==> config.mk <==
export PLATFORM = sky130hd
export DESIGN_NAME = dff_pipe
export DESIGN_NICKNAME = d
export VERILOG_FILES = /design/src/rtl/dff_pipe.sv
export SDC_FILE = /design/constraint.sdc
export NUM_CORES = 1
export LEC_CHECK = 0
export ABC_AREA = 1
export CAP_MARGIN = 40
export CELL_PAD_IN_SITES_DETAIL_PLACEMENT = 1
export CELL_PAD_IN_SITES_GLOBAL_PLACEMENT = 1
export CORE_ASPECT_RATIO = 0.7
export CORE_MARGIN = 2
export CORE_UTILIZATION = 36
export CTS_CLUSTER_DIAMETER = 60
export DETAILED_ROUTE_END_ITERATION = 7
export PLACE_DENSITY = 0.73
export SLEW_MARGIN = 20
export SYNTH_ARGS = -nofsm -noshare
export SYNTH_HDL_FRONTEND = slang
export SYNTH_SLANG_ARGS = --single-unit
export TNS_END_PERCENT = 5
==> constraint.sdc <==
create_clock -name clk -period 1.45 [get_ports clk]
set_clock_uncertainty 0.2 [all_clocks]
set_input_delay 0.145 -clock clk [delete_from_list [all_inputs] [get_ports clk]]
set_output_delay 0.145 -clock clk [all_outputs]
set_load 0.005 [all_outputs]
==> src/rtl/dff_pipe.sv <==
// dff_pipe: elastic WIDTH-bit register pipeline of DEPTH stages with valid/ready flow control
// Ports: clk, rst (sync, active-high); upstream in_valid/in_ready/d; downstream out_valid/out_ready/q;
//        flush clears every stage; count = number of valid stages (registered);
//        par_err = parity mismatch on q.
// Build option: define DFF_PIPE_PARITY_EN to carry an even-parity bit with each stage;
//        otherwise par_err is tied to 0 (port list identical in both builds).
module dff_pipe #(
  parameter int WIDTH = 8,
  parameter int DEPTH = 3,
  parameter logic [WIDTH-1:0] RESET_VAL = '0
) (
  input  logic                       clk,
  input  logic                       rst,
  input  logic                       in_valid,
  output logic                       in_ready,
  input  logic [WIDTH-1:0]           d,
  output logic                       out_valid,
  input  logic                       out_ready,
  output logic [WIDTH-1:0]           q,
  input  logic                       flush,
  output logic [$clog2(DEPTH+1)-1:0] count,
  output logic                       par_err
);
  localparam int CW = $clog2(DEPTH+1);
  if (DEPTH < 1) begin : g_bad_depth
    $error("dff_pipe: DEPTH must be >= 1");
  end
  logic [DEPTH-1:0] r_v;
  logic [DEPTH-1:0] w_adv;
  logic [DEPTH-1:0] w_v_nxt;
  logic [WIDTH-1:0] r_d [DEPTH];
  logic [CW-1:0]    r_cnt;
  logic [CW-1:0]    w_cnt;
  logic             w_a;
  // A stage advances if any stage at or after it is empty, or the output drains;
  // accumulating from the tail avoids a self-referencing vector.
  always_comb begin
    w_a = out_ready;
    w_adv = '0;
    w_v_nxt = '0;
    w_cnt = '0;
    for (int k = DEPTH - 1; k >= 0; k--) begin
      w_a = w_a || !r_v[k];
      w_adv[k] = w_a;
    end
    w_v_nxt[0] = w_adv[0] ? in_valid : r_v[0];
    for (int k = 1; k < DEPTH; k++) w_v_nxt[k] = w_adv[k] ? r_v[k-1] : r_v[k];
    for (int k = 0; k < DEPTH; k++) w_cnt = w_cnt + CW'(w_v_nxt[k]);
  end
  assign in_ready  = w_adv[0] && !flush && !rst;
  assign out_valid = r_v[DEPTH-1];
  assign q         = r_d[DEPTH-1];
  assign count     = r_cnt;
  // Data only moves with a valid word, so q holds its last value across bubbles.
  always_ff @(posedge clk) begin
    if (rst || flush) begin
      r_v <= '0;
      r_cnt <= '0;
      for (int k = 0; k < DEPTH; k++) r_d[k] <= RESET_VAL;
    end else begin
      r_v <= w_v_nxt;
      r_cnt <= w_cnt;
      if (w_adv[0] && in_valid) r_d[0] <= d;
      for (int k = 1; k < DEPTH; k++) if (w_adv[k] && r_v[k-1]) r_d[k] <= r_d[k-1];
    end
  end
`ifdef DFF_PIPE_PARITY_EN
  logic [DEPTH-1:0] r_p;
  always_ff @(posedge clk) begin
    if (rst || flush) begin
      r_p <= '0;
    end else begin
      if (w_adv[0] && in_valid) r_p[0] <= ^d;
      for (int k = 1; k < DEPTH; k++) if (w_adv[k] && r_v[k-1]) r_p[k] <= r_p[k-1];
    end
  end
  assign par_err = r_v[DEPTH-1] && ((^r_d[DEPTH-1]) != r_p[DEPTH-1]);
`else
  assign par_err = 1'b0;
`endif
endmodule

# Yosys cells after proc, flatten, opt, wreduce, memory -nomap -nowiden
# Memories as Yosys holds them, arrays and structs flattened.
# Cells that the tools add are included.
[classes]
n_addsub = 2
mux = 17
n_bitwise = 3
reduce_logical = 14
[op_table]
columns = ["cell", "n"]
rows = [
  ["2-to-1 mux 8 bit", 3],
  ["2-to-1 mux 1 bit", 14],
  ["logical AND 1 bit", 5],
  ["logical NOT 1 bit", 5],
  ["logical OR 1 bit", 4],
  ["OR 1 bit", 3],
  ["adder 1 x 1 -> 2 bit", 1],
  ["adder 2 x 1 -> 2 bit", 1],
]
[totals]
reg_bits = 5
ramBits = 24
inputBits = 13
output_inout_bits = 13
memories = 1
[memory_table]
columns = ["name", "depth", "word_bits", "read_ports", "rd_clocked_by_memory_dff", "write_ports", "line_no", "text"]
rows = [
  ["r_d", 3, 8, 3, 0, 3, "31", "logic [WIDTH-1:0] r_d [DEPTH];"],
]

# Logic depth before layout (Yosys ltp)
# Gate-level depths: netlist of run 1.
[logic_depth]
word_depth = 9
ltp_mapped = 7
depth_no_buf = 7

# Least setup slack after synthesis of run 1
# Ideal clock, no wire load.
[synth_path]
kind = "reg-to-reg"
start = "reg r_v[2]"
end = "reg r_cnt[0] (netlist: count[0])"
setup_time_ns = 0.115
t_arrival_ns = 1.245
required_ns = 1.135
slack_ns = -0.110
path_stages_with_launch = 6
n_path_buf = 0
synth_period_minus_slack_ns = 1.560
cell_sequence = "dfxtp_1 -> nand4_2 -> nand2_1 -> inv_1 -> fa_1 -> nor2_1"
[synth_via]
elab_chain_len = 7
word_cells_on_any_way = 9
[synth_rtl]
columns = ["element", "line_no", "text"]
rows = [
  ["start, declared", "28", "logic [DEPTH-1:0] r_v;"],
  ["start signal, assigned", "61", "r_v <= w_v_nxt;"],
  ["logical NOT 1 bit", "43", "w_a = w_a || !r_v[k];"],
  ["logical OR 1 bit (3 in a row)", "43", ""],
  ["2-to-1 mux 1 bit", "46", "w_v_nxt[0] = w_adv[0] ? in_valid : r_v[0];"],
  ["adder 1 x 1 -> 2 bit", "48", "for (int k = 0; k < DEPTH; k++) w_cnt = w_cnt + CW'(w_v_nxt[k]);"],
  ["adder 2 x 1 -> 2 bit *", "48", ""],
  ["end signal, assigned", "62", "r_cnt <= w_cnt;"],
  ["end, declared", "32", "logic [CW-1:0] r_cnt;"],
]
# Every way passes the cells marked *; elsewhere a longest branch is shown, timed or not.
# A chain may end at the register's enable or synchronous reset.

# Final worst setup path of run 1
[layout_path]
start = "reg r_v[1]"
end = "reg r_cnt[0] (netlist: count[0])"
[layout_via]
elab_chain_len = 6
word_cells_on_any_way = 8
[layout_rtl]
columns = ["element", "line_no"]
rows = [
  ["logical NOT 1 bit", "43"],
  ["logical OR 1 bit (2 in a row)", "43"],
  ["2-to-1 mux 1 bit", "46"],
  ["adder 1 x 1 -> 2 bit", "48"],
  ["adder 2 x 1 -> 2 bit *", "48"],
]
# Marked as above.

==> impl_metrics.toml, run 1 <==
[yosys]
ys_ff_latch = 29
yosysSeqAreaShare_pct = 58.4
yosysTopAreaCell = "edfxtp_1"
syn_area_um2 = 1410
synth.top_cell.area_share_pct = 51.3
ys_types = 19
syn-num-nets = 133
yosysWarnings = 0
synthTopCellsByArea = "edfxtp_1 51%, a21oi_2 12%, inv_1 7.7%, dfxtp_1 7.1%, buf_4 4.8%"
syn_inst = 119
synth.avg_cell_area_um2 = 11.8

[power_and_ir_drop]
leakagePower_nw = 0.861
irDropWorstVdd_mv = 0.466
total_power_mw = 1.97
p_per_area_nw_per_um2 = 1020

[drt]
routed_wl_mm = 2.53
viasPerCell = 4.29
drtIter0Drc = 10
drc = 0
routedWlPerCell_um = 12.6
vias = 857
drt_pass1_iterations = 3
antenna_left = 0

[placement]
io_buffer_count = 24
gp_routability_congestion = 0.713
dp_cells = 192
post-dp-hpwl_mm = 1.89
place_area_um2 = 1790

[floorplanning]
die_h_um = 56.3
core_um2 = 3630
die_width_um = 78.7
ioPinCount = 26
die_area_um2 = 4430
rows = 18
initial_core_util_pct = 38.8

[cells_and_area]
fin_nets = 163
drive_above_1_share_pct = 40.7
seqCellArea_um2 = 830
syn_to_final_growth_pct = 37.9
multiInputGateArea_um2 = 410
final_area_um2 = 1940
fin_cells = 200
antenna_cells = 0
n_fill_cell = 366

[global_routing]
grt_pass1_vias = 968
grt.total_usage_pct = 13.5
grt_pass1_wl_mm = 4.38
grt_overflow = 0
antenna_found_initial = 0
grt_start_max_net_pins = 18

[hold_path]
hp-start = "out_ready"
hold_path_depth = 6
worstHoldEndpoint = "r_v[1]"
hp-class = "primary input to register"

[sta]
finalHoldViolations = 0
final-setup-viol-count = 20
drv_slew = 0
rsz0062_at_grt = "true"
fmax_mhz = 670
fin_crit_sh_pct = 103
setup_ws_ns = -0.0424
final.min_clock_period_ns = 1.49

[worst_setup_path]
ff2ff_path_depth = 6
timing.rr.start = "r_v[1]"
crit_slowest_cell = "fa_1"
crit_required_ns = 1.42
cp_cell_sequence = "nand3_4, nand2_4, nand2_2, inv_2, fa_1, nor2_1"
r2r_setup_slack_ns = -0.04
r2r_end = "count[0]"
end_kind = "register"
cp_max_fo = 3
startpoint_type = "register"
crit_type = "register to register"
worstPathArrival_ns = 1.47
cpPeakStageDelay_ns = 0.52

[status]
status = "complete, but fails checks"
violations = "negative setup slack"

[clock_network]
numCtsBuffers = 5
cts_max_path_buffers = 2
clock-root-buffer = "clkbuf_8"
htree_levels = 2
cts_tree = "done"
cts_sinks = 29
clk_latency_ns = 0.28
path_clk_slew_ns = 0.06
ctsHoldBuffers = 0
post_cts_buffers = 0

[flow_run]
cap_viol_max_count = 0
==> final cells by class <==
cell class	count	share of cell area, %
sequential	29	42.8
timing repair buffer	36	21.5
multi-input combinational	47	21.2
inverter	30	5.81
clock buffer	6	3.74
tap	50	3.23
clock inverter	2	1.74
==> stage by stage <==
step	hold slack [ns]	worst slack (ns)	utilization, %	setup TNS, ns
after floorplan	0.148	-0.0166	-	-0.0166
after global placement	0.342	-0.327	49.4	-12.01
after detailed placement	0.347	-0.383	49.4	-13.98
after CTS	0.206	-0.0600	52.6	-0.563
after global routing	0.246	-0.0988	53.5	-1.87
final	0.227	-0.0424	53.5	-0.145
==> cell families after synthesis <==
kind of cell / share of synthesized area, %
AOI/OAI and AO/OA: 14.2
adders and majority gates: 1.42
buffers and inverters: 16.6
DFF: 58.4
other: 0.267
and+or+nand+nor: 9.08
==> cells in the mapped netlist <==
cell type	n
dfxtp_1	5
a21oi_2	20
nand2_2	2
nor2_1	5
buf_8	2
nor2_8	1
fa_1	1
a21oi_1	5
conb_1	1
nand4_2	1
nand3_1	1
inv_2	1
edfxtp_1	24
nand2_1	8
buf_4	9
buf_6	2
inv_1	29
nand3_4	1
nand2_4	1
==> flip-flops by register name, summed over array words and instances, names as in the netlist <==
| name | cells |
|---|---|
| count | 2 |
| r_d | 24 |
| r_v | 3 |
==> worst max-delay path by stage <==
stage               depth (start not counted)        to      start  slack (ns)
floorplan                                   6  count[0]     r_v[2]       -0.02
global placement                            8  count[0]  out_ready       -0.33
detailed placement                          8  count[0]  out_ready       -0.38
CTS                                         4  in_ready     r_v[2]       -0.06
global route                                5  count[0]     r_v[1]        -0.1
finish                                      6  count[0]     r_v[1]       -0.04
==> worst max-delay path: cells and delay by family (launching register included) <==
family	cells	cell delay, ns
adders and majority gates	1	0.52
DFF	1	0.37
and+or+nand+nor	4	0.26
buffers and inverters	1	0.04
==> cells in the final DEF (no fill, tap or decap), types with 5 or more instances in the layout <==
master,n
inv_1,27
nand2_2,5
dlygate4sd2_1,8
clkbuf_8,5
edfxtp_1,24
buf_12,7
clkdlybuf4s50_1,11
nor2_1,5
a21oi_2,24
==> repair_timing <==
item	CTS	global route
gates resized for setup	15	13
setup endpoints to repair	33	39
pin swaps	0	3
==> where the power goes <==
group          leakage (nW)  switching [mW]  internal [mW]
Sequential            0.311          0.0148          0.948
Combinational         0.497           0.102          0.105
Clock                0.0528           0.296          0.506
==> metal layers <==
| layer | track usage (%) | part of all wire, % |
|---|---|---|
| met2 | 23.9 | 54 |
| met4 | 6.77 | 0.91 |
| met3 | 4.34 | 4.2 |
| met1 | 14.5 | 41 |
| met5 | 0 | 0 |
Note: power is estimated with default switching activity, not from simulation.
==> inputs of run 2 (changes only) <==
--- a/config.mk
+++ b/config.mk
@@ -9,7 +9,6 @@
 export CAP_MARGIN = 40
 export CELL_PAD_IN_SITES_DETAIL_PLACEMENT = 1
 export CELL_PAD_IN_SITES_GLOBAL_PLACEMENT = 1
-export CORE_ASPECT_RATIO = 0.7
 export CORE_MARGIN = 2
 export CORE_UTILIZATION = 36
 export CTS_CLUSTER_DIAMETER = 60
==> run 2 against run 1 <==
Net effect: the run still ends with negative setup slack left; sequential share of layout area decreased by 0.11 points; first-iteration DRC count rose to 3.5 times the previous value; via count grew 0.47%; total power fell by 9.2%; sequential cell count did not move; cell count grew 1.0%; non-clock buffer count grew 4; critical path type unchanged.
==> impl_metrics.toml, run 2 (synthesis results as in run 1) <==
[worst_setup_path]
cp_cell_sequence = "nand3_4, nand2_4, nand2_4, inv_4, fa_1, nor2_1"
crit_type = "register to register"
r2r_end = "count[0]"
timing.rr.start = "r_v[2]"
crit_family = "adder cells"
endpoint = "count[0]"
worst_path_most_repeated_cell = "nand2_4"
cp_max_fo = 4
cpPeakStageDelay_ns = 0.49
crit_slowest_cell = "fa_1"
worstPathArrival_ns = 1.49
end_kind = "register"
cp_num_cells = 6
crit_required_ns = 1.42
startpoint_type = "register"
ff2ff_path_depth = 6
r2r_setup_slack_ns = -0.07
critPathBufInv = 1
critPathLaunch = "r_v[2]"

[clock_network]
clk_latency_ns = 0.28
clock-root-buffer = "clkbuf_8"
htree_levels = 2
cts_max_path_buffers = 2
cts_tree = "done"
path_clk_slew_ns = 0.06
cts_sinks = 29
numCtsBuffers = 5

[power_and_ir_drop]
leakagePower_nw = 0.874
p_per_area_nw_per_um2 = 921
irDropWorstVdd_mv = 0.439

[sta]
drv_slew = 0
fmax_mhz = 658
setup_ws_ns = -0.0699
fin_crit_sh_pct = 105
final-setup-viol-count = 27
tns_ns = -1.05
final.min_clock_period_ns = 1.52
rsz0062_at_grt = "true"
finalHoldViolations = 0

[floorplanning]
rows = 22
die_width_um = 66.5
ioPinCount = 26
initial_core_util_pct = 37.8
die_h_um = 66.5
core_um2 = 3720
die_area_um2 = 4420

[cells_and_area]
largest_reg_flops = 24
n_fill_cell = 404
fin_cells = 202
drive_above_1_share_pct = 39.0
layout_commonest_cell = "inv_1"
syn_to_final_growth_pct = 38.3
final_area_um2 = 1940
antenna_cells = 0
most-common-layout-cells = "27 x inv_1, 24 x edfxtp_1, 22 x a21oi_2"
fin_nets = 167
top_register = "r_d"

[global_routing]
grt_pass1_vias = 839
grt.total_usage_pct = 12.5
grt_pass1_wl_mm = 3.86
grt_overflow = 0
grt_start_max_net_pins = 18
antenna_found_initial = 0

[placement]
dp_cells = 192
io_buffer_count = 24
gp_routability_congestion = 0.723
place_area_um2 = 1790
post-dp-hpwl_mm = 1.73

[drt]
routedWlPerCell_um = 11.8
drtIter0Drc = 35
antenna_left = 0
viasPerCell = 4.26
drt_pass1_iterations = 3
vias = 861
wl_met1_um = 920
wl_met3_um = 115
drc = 0
top_layer = "met4"
routed_wl_mm = 2.38
wl_met2_mm = 1.29

[flow_run]
cap_viol_max_count = 0

[status]
status = "complete, but fails checks"
violations = "negative setup slack"

[hold_path]
hp-class = "primary input to register"
run 2: cell count changes in the layout (fill, tap and decap cells not counted), moves of 2 or more:
cell,delta
a21oi_1,+2
a21oi_2,-2
buf_4,+5
dlymetal6s2s_1,+2
nand2_1,+2
nand2_2,-3
run 2: worst min path at each step:
stage              start          to  slack (ns)  cells after the start
2_1_floorplan   in_valid      r_v[0]        0.15                      4
3_3_place_gp   r_d[0][0]   r_d[0][8]        0.34                      2
4_1_cts        out_ready      r_v[0]        0.22                      6
3_5_place_dp   r_d[0][8]  r_d[0][16]        0.35                      2
6_report       out_ready      r_v[0]        0.22                      6
5_1_grt        out_ready      r_v[2]        0.25                      4
run 2: what timing repair did:
item	4_1_cts	5_1_grt
endpoints found under the setup margin	31	33
buffers inserted	0	2
pin swaps	2	5
resized for setup	15	10
cloned	0	0
hold buffers	0	0
run 2: tightest hold or removal path, stage by stage:
cell           delay [ns]
dlygate4sd2_1        0.21
inv_2                0.08
nand4_4              0.08
nand2_2              0.05
inv_2                0.06
nor2_1               0.04
run 2: final cells by class:
cell class                 instances  area (um2)  share of cell area (%)
sequential                        29         830                    42.7
inverter                          30         115                    5.92
clock buffer                       5        68.8                    3.54
tap                               48        60.1                    3.09
timing repair buffer              40         445                    22.9
clock inverter                     3        12.5                   0.644
multi-input combinational         47         412                    21.2
run 2: metal layers:
layer / vias up / global-route usage (%)
met2: 22 / 22.1
met3: 7 / 4.05
met5: - / 0
met1: 397 / 12.9
li1: 435 / -
met4: 0 / 6.89
run 2: power by group:
part	total (mW)	switching, mW	internal (mW)
sequential	0.964	0.0151	0.949
clock	0.618	0.296	0.322
combinational	0.209	0.101	0.108
total	1.79	0.412	1.38
run 2: stage by stage:
| stage | total power, mW | hold slack, ns | util (%) | setup slack (ns) |
|---|---|---|---|---|
| 3_3_place_gp | 1.18 | 0.338 | 48.2 | -0.329 |
| 6_report | 1.79 | 0.221 | 52.3 | -0.0699 |
| 3_5_place_dp | 1.19 | 0.348 | 48.2 | -0.405 |
| 5_1_grt | 1.87 | 0.245 | 52.3 | -0.111 |
| 4_1_cts | 1.81 | 0.216 | 51.1 | -0.0699 |
| 2_1_floorplan | 1.09 | 0.148 | - | -0.0166 |
==> variant 1, RTL diff (config.mk and constraints of run 2) <==
The option `DFF_PIPE_PARITY_EN` is turned on by a define.
--- a/src/rtl/dff_pipe.sv
+++ b/src/rtl/dff_pipe.sv
@@ -4,6 +4,8 @@
 //        par_err = parity mismatch on q.
 // Build option: define DFF_PIPE_PARITY_EN to carry an even-parity bit with each stage;
 //        otherwise par_err is tied to 0 (port list identical in both builds).
+`define DFF_PIPE_PARITY_EN
+
 module dff_pipe #(
   parameter int WIDTH = 8,
   parameter int DEPTH = 3,
Check against the original RTL: same outputs for any inputs over 10 cycles, from zero or initial values; that may be too few to reach the edited logic, so the function may still have changed.
==> variant 1 against run 2 <==
The flow still finishes with violations (negative setup slack); area after synthesis increased by 17%; critical path depth increased by 3; synthesized cell count increased by 64%; sequential cell count increased by 3; wire length increased by 35%; via count increased by 56%; total power increased by 14%; design area increased by 20%; count of clock-buffer cells in the layout unchanged; worst setup slack got worse by 0.31 ns; critical path type is now reg -> out; largest power group unchanged; highest routed layer unchanged.
==> variant 1: results (changes against run 2) <==
[outcome]
outcome = finished, violations left  ; unchanged
failed_checks = negative setup slack  ; unchanged

[synth]
yosys-top-cells-count = nand2_1, inv_1, nor2_1  ; was inv_1, edfxtp_1, a21oi_2
synth-compound-area-share_pct = 1.22  ; was 14.2%
synth.distinct_cells = 18  ; was 19
synth-xor-area-share_pct = 2.67  ; was 0%
avgSynthCellArea_um2 = 8.40  ; was 11.8 um2
synth_fa_ha_area_share_pct = 1.22  ; was 1.42%
synthTopCellsByArea = edfxtp_1, nand2_1, dfxtp_1, inv_1, nor2_1  ; was edfxtp_1, a21oi_2, inv_1, dfxtp_1, buf_4
yosysSeqAreaShare_pct = 53.8  ; was 58.4%
syn-num-nets = 209  ; was 133

[final_layout]
nets = 265  ; was 167
fillers = 527  ; was 404
drive_gt1_share_pct = 29.8  ; was 39.0%
final_cells = 304  ; was 202

[place]
pre_cts_ws_ns = -0.494  ; was -0.405 ns
dp_hpwl_um = 2390  ; was 1730 um
place_congestion = 0.739  ; was 0.723
dp_cells = 287  ; was 192
portBuffers = 25  ; was 24

[global_route]
grt_util_all_layers_pct = 13.6  ; was 12.5%
grt_start_max_net_pins = 25  ; was 18
grt_pass1_vias = 1312  ; was 839
grt_pass1_wl_um = 5430  ; was 3860 um

[critical_path]
max_stage_delay_ns = 0.45  ; was 0.49 ns

[timing]
finalWorstSetupSlack_ns = -0.384  ; was -0.0699 ns
slew_headroom_pct = 82.9
report.final.setup_viol = 16  ; was 27

[power_and_ir_drop]
p_switching_w = 0.000494  ; was 0.000412 W
irDropWorstVdd_mv = 0.395  ; was 0.439 mV
leakage_nw = 1.14  ; was 0.874 nW

[detailed_routing]
wirelength_um = 3210  ; was 2380 um
dr.pass1.iters = 4  ; was 3
first_iter_violations = 14  ; was 35
drt-vias-per-instance = 4.41  ; was 4.26

[cts]
cts-root-buf = clkbuf_8  ; unchanged

[hold_path]
hold_class = reg -> reg  ; was in -> reg

-- variant 1: power by group through the flow --
stage	Combinational, W	Sequential [W]	Clock, W
2_1_floorplan	0.000163	0.00106	0
3_3_place_gp	0.000295	0.00107	0
3_5_place_dp	0.000307	0.00107	0
4_1_cts	0.000325	0.00105	0.000651
5_1_grt	0.000397	0.00106	0.000686
6_report	0.000353	0.00105	0.000629
-- variant 1: layout make-up --
| class | instances | area (um2) | area share, % |
|---|---|---|---|
| Timing Repair Buffer | 59 | 576 | 24.6 |
| Clock buffer | 5 | 68.8 | 2.94 |
| Clock inverter | 3 | 13.8 | 0.589 |
| Tap cell | 52 | 65.1 | 2.78 |
| Sequential cell | 32 | 890 | 38.0 |
| Multi-Input combinational cell | 112 | 572 | 24.5 |
| Inverter | 41 | 154 | 6.58 |
-- variant 1: kinds of logic after synthesis --
family,Yosys count
AND/OR/NAND/NOR,102
buffers and inverters,51
flip-flops,32
XOR/XNOR,5
AO/OA/AOI/OAI,4
adder cells (fa/ha/maj),1
-- variant 1: final timing paths --
kind                                                from  depth (start not counted)  slack [ns]                   to
worst max-delay path            r_d[0][23]$_SDFFCE_PN0P_                          9       -0.38              par_err
worst max register to register         r_v[2]$_SDFF_PP0_                          6       -0.08  count[0]$_SDFF_PP0_
worst min register to register       r_p[1]$_SDFFE_PP0P_                          2        0.27  r_p[1]$_SDFFE_PP0P_
worst min-delay path                 r_p[1]$_SDFFE_PP0P_                          2        0.27  r_p[1]$_SDFFE_PP0P_
-- variant 1: through the flow --
step	cell area, um2	TNS [ns]
floorplan	1650	-0.0486
global placement	2120	-16.74
detailed placement	2120	-18.94
CTS	2250	-0.807
global route	2340	-2.94
finish	2340	-0.734
-- variant 1: per-layer routing --
metal	vias up	part of all wire (%)	GRT usage (%)
met5	-	0	0
li1	685	-	-
met4	0	1.7	6.29
met1	624	37	13.9
met3	4	3.4	3.09
met2	27	57	25.9
-- variant 1: worst max-delay path: cells and delay by family, from the launching register on --
family          cells  cell delay, ns
compound gates      1            0.14
buf+inv             3            0.26
flops               1            0.45
simple gates        5            0.37
-- variant 1: repair_timing --
item / in CTS / in global routing
setup endpoints to repair: 45 / 33
resized for setup: 28 / 17
pin swaps: 11 / 2
hold endpoints to repair: 0 / 0
buffers inserted: 3 / 6
hold buffers: 0 / 0
==> variant 2, RTL diff (flow settings as in run 2) <==
Without the edit above. Put one more register stage on the output `count`. The value now appears one clock later. The other outputs are not delayed to match. Comments in the files are not updated.
--- a/src/rtl/dff_pipe.sv
+++ b/src/rtl/dff_pipe.sv
@@ -50,7 +50,9 @@
   assign in_ready  = w_adv[0] && !flush && !rst;
   assign out_valid = r_v[DEPTH-1];
   assign q         = r_d[DEPTH-1];
-  assign count     = r_cnt;
+  always_ff @(posedge clk) begin
+    count <= r_cnt;
+  end
   // Data only moves with a valid word, so q holds its last value across bubbles.
   always_ff @(posedge clk) begin
     if (rst || flush) begin
Formal check against the unedited RTL: not equivalent (a bounded check fails within 4 cycles, from zero or initial values).
==> variant 2 against run 2 <==
Wire length rose by 21%; count of clock-buffer cells in the layout did not move; sequential cell count rose by 2; worst setup slack got worse by 0.012 ns; design area rose by 7.7%; combinational power rose by 8%; the run still ends with negative setup slack left; total power rose by 16%; largest cell class unchanged; area after synthesis rose by 2.8%.
==> variant 2: results (changes against run 2) <==
[synth]
synthTopCellsByArea = edfxtp_1, a21oi_2, dfxtp_1, inv_1, buf_4  ; was edfxtp_1, a21oi_2, inv_1, dfxtp_1, buf_4
async_reset_ff_share_pct = 0  ; unchanged
yosysWarnings = 0  ; unchanged
syn-num-nets = 135  ; was 133
synth.distinct_cells = 19  ; unchanged
postSynthCellCount = 121  ; was 119
yosysSeqAreaShare_pct = 59.6  ; was 58.4%
synth_edf_count = 24  ; unchanged

[hold_path]
hold_class = reg -> reg  ; was in -> reg
min_path_cells = 0  ; was 6

[detailed_routing]
detail_route.wl_per_cell_um = 13.6  ; was 11.8 um
vias = 923  ; was 861
wl_met1_um = 1060  ; was 920 um
routed-wl-met3_um = 127  ; was 115 um
dr.pass1.iters = 4  ; was 3
top_layer = met4  ; unchanged
first_iter_violations = 32  ; was 35
wl_met2_um = 1580  ; was 1290 um

[cts]
clk_pin_slew_worst_paths_ns = 0.07
insertion_delay_ns = 0.28  ; about the same
clk_path_buf_depth = 2  ; unchanged
h-tree-depth = 2  ; unchanged
cts-root-buf = clkbuf_8  ; unchanged

[final_layout]
nets = 174  ; was 167
stdcell_area_um2 = 2090  ; was 1940 um2
final_cells = 211  ; was 202
drive_gt1_share_pct = 44.1  ; was 39.0%
diodes = 0  ; unchanged
fillers = 398  ; was 404

[global_route]
grt_use_met3_pct = 3.00  ; was 4.05%
grt_pass1_wl_um = 4110  ; was 3860 um
grtUsageMet2_pct = 21.9  ; was 22.1%
grt_start_max_net_pins = 11  ; was 18
met1_usage_pct = 13.9  ; was 12.9%
grt_pass1_vias = 930  ; was 839
antenna_found_initial = 0  ; unchanged
grt_util_all_layers_pct = 12.7  ; was 12.5%

[timing]
finalWorstSetupSlack_ns = -0.0821  ; was -0.0699 ns
report.final.setup_viol = 35  ; was 27
final.setup.tns_ns = -1.76  ; was -1.05 ns
drv_slew = 0  ; unchanged

[outcome]
failed_checks = negative setup slack  ; unchanged
outcome = finished, violations left  ; unchanged

[critical_path]
r2r_cells = 7  ; was 6
crit_fanout = 6  ; was 4
arrival_ns = 1.37  ; was 1.49 ns
critical_path.top_delay_family = flip-flops  ; was adder cells
max_stage_delay_ns = 0.40  ; was 0.49 ns
crit_slowest_cell = dfxtp_4  ; was fa_1

[place]
place_congestion = 0.746  ; was 0.723
portBuffers = 24  ; unchanged
place_area_um2 = 1860  ; was 1790 um2
pre_cts_ws_ns = -0.410  ; was -0.405 ns
dp_hpwl_um = 1850  ; was 1730 um
dp_cells = 199  ; was 192

[power_and_ir_drop]
leakage_nw = 0.937  ; was 0.874 nW
irDropWorstVdd_mv = 0.536  ; was 0.439 mV

## variant 2: cell count changes after synthesis, sizes merged
cell,delta
dfxtp,+2
## variant 2: report_power, final
part           internal (W)  switching (W)  leakage [nW]  total (W)
Sequential          0.00100      0.0000157         0.327    0.00102
Clock              0.000502       0.000322        0.0556   0.000824
Combinational      0.000115       0.000110         0.554   0.000225
## variant 2: worst paths after layout
kind,start,to,slack (ns)
max,r_v[2]$_SDFF_PP0_,r_d[0][15]$_SDFFCE_PN0P_,-0.08
min,r_cnt[1]$_SDFF_PP0_,count[1]$_DFF_P_,0.13
max reg2reg,r_v[2]$_SDFF_PP0_,r_d[0][15]$_SDFFCE_PN0P_,-0.08
min reg2reg,r_cnt[1]$_SDFF_PP0_,count[1]$_DFF_P_,0.13
## variant 2: worst reg2reg max path, stage by stage (launching register included)
cell and delay, ns:
dfxtp_4 0.40, buf_6 0.11, nand2_1 0.06, nand2_2 0.11, nand2_4 0.08, nand2_8 0.12
clkbuf_16 0.16, a21oi_2 0.06
## variant 2: area by class of cell
cell class	instances	area share, %
Clock inverter	3	1.85
Timing Repair Buffer	45	24.5
Inverter	30	5.38
Multi-Input combinational cell	47	20.5
Tap cell	50	2.99
Clock buffer	5	3.29
Sequential cell	31	41.6
## variant 2: logic make-up (layout without fill, tap and decap cells)
logic type / Yosys count / in the layout / synth area share, %
adders and majority gates: 1 / 1 / 1.39
AOI/OAI and AO/OA: 25 / 25 / 13.9
buffers and inverters: 43 / 83 / 16.1
and+or+nand+nor: 20 / 20 / 8.83
DFF: 31 / 31 / 59.6
other: 1 / 1 / 0.259
## variant 2: repair_timing
item                                    CTS  global route
endpoints found under the setup margin   42            39
pin swaps                                 1             8
setup buffers                             0             2
resized for setup                        12            20
gates cloned                              0             2
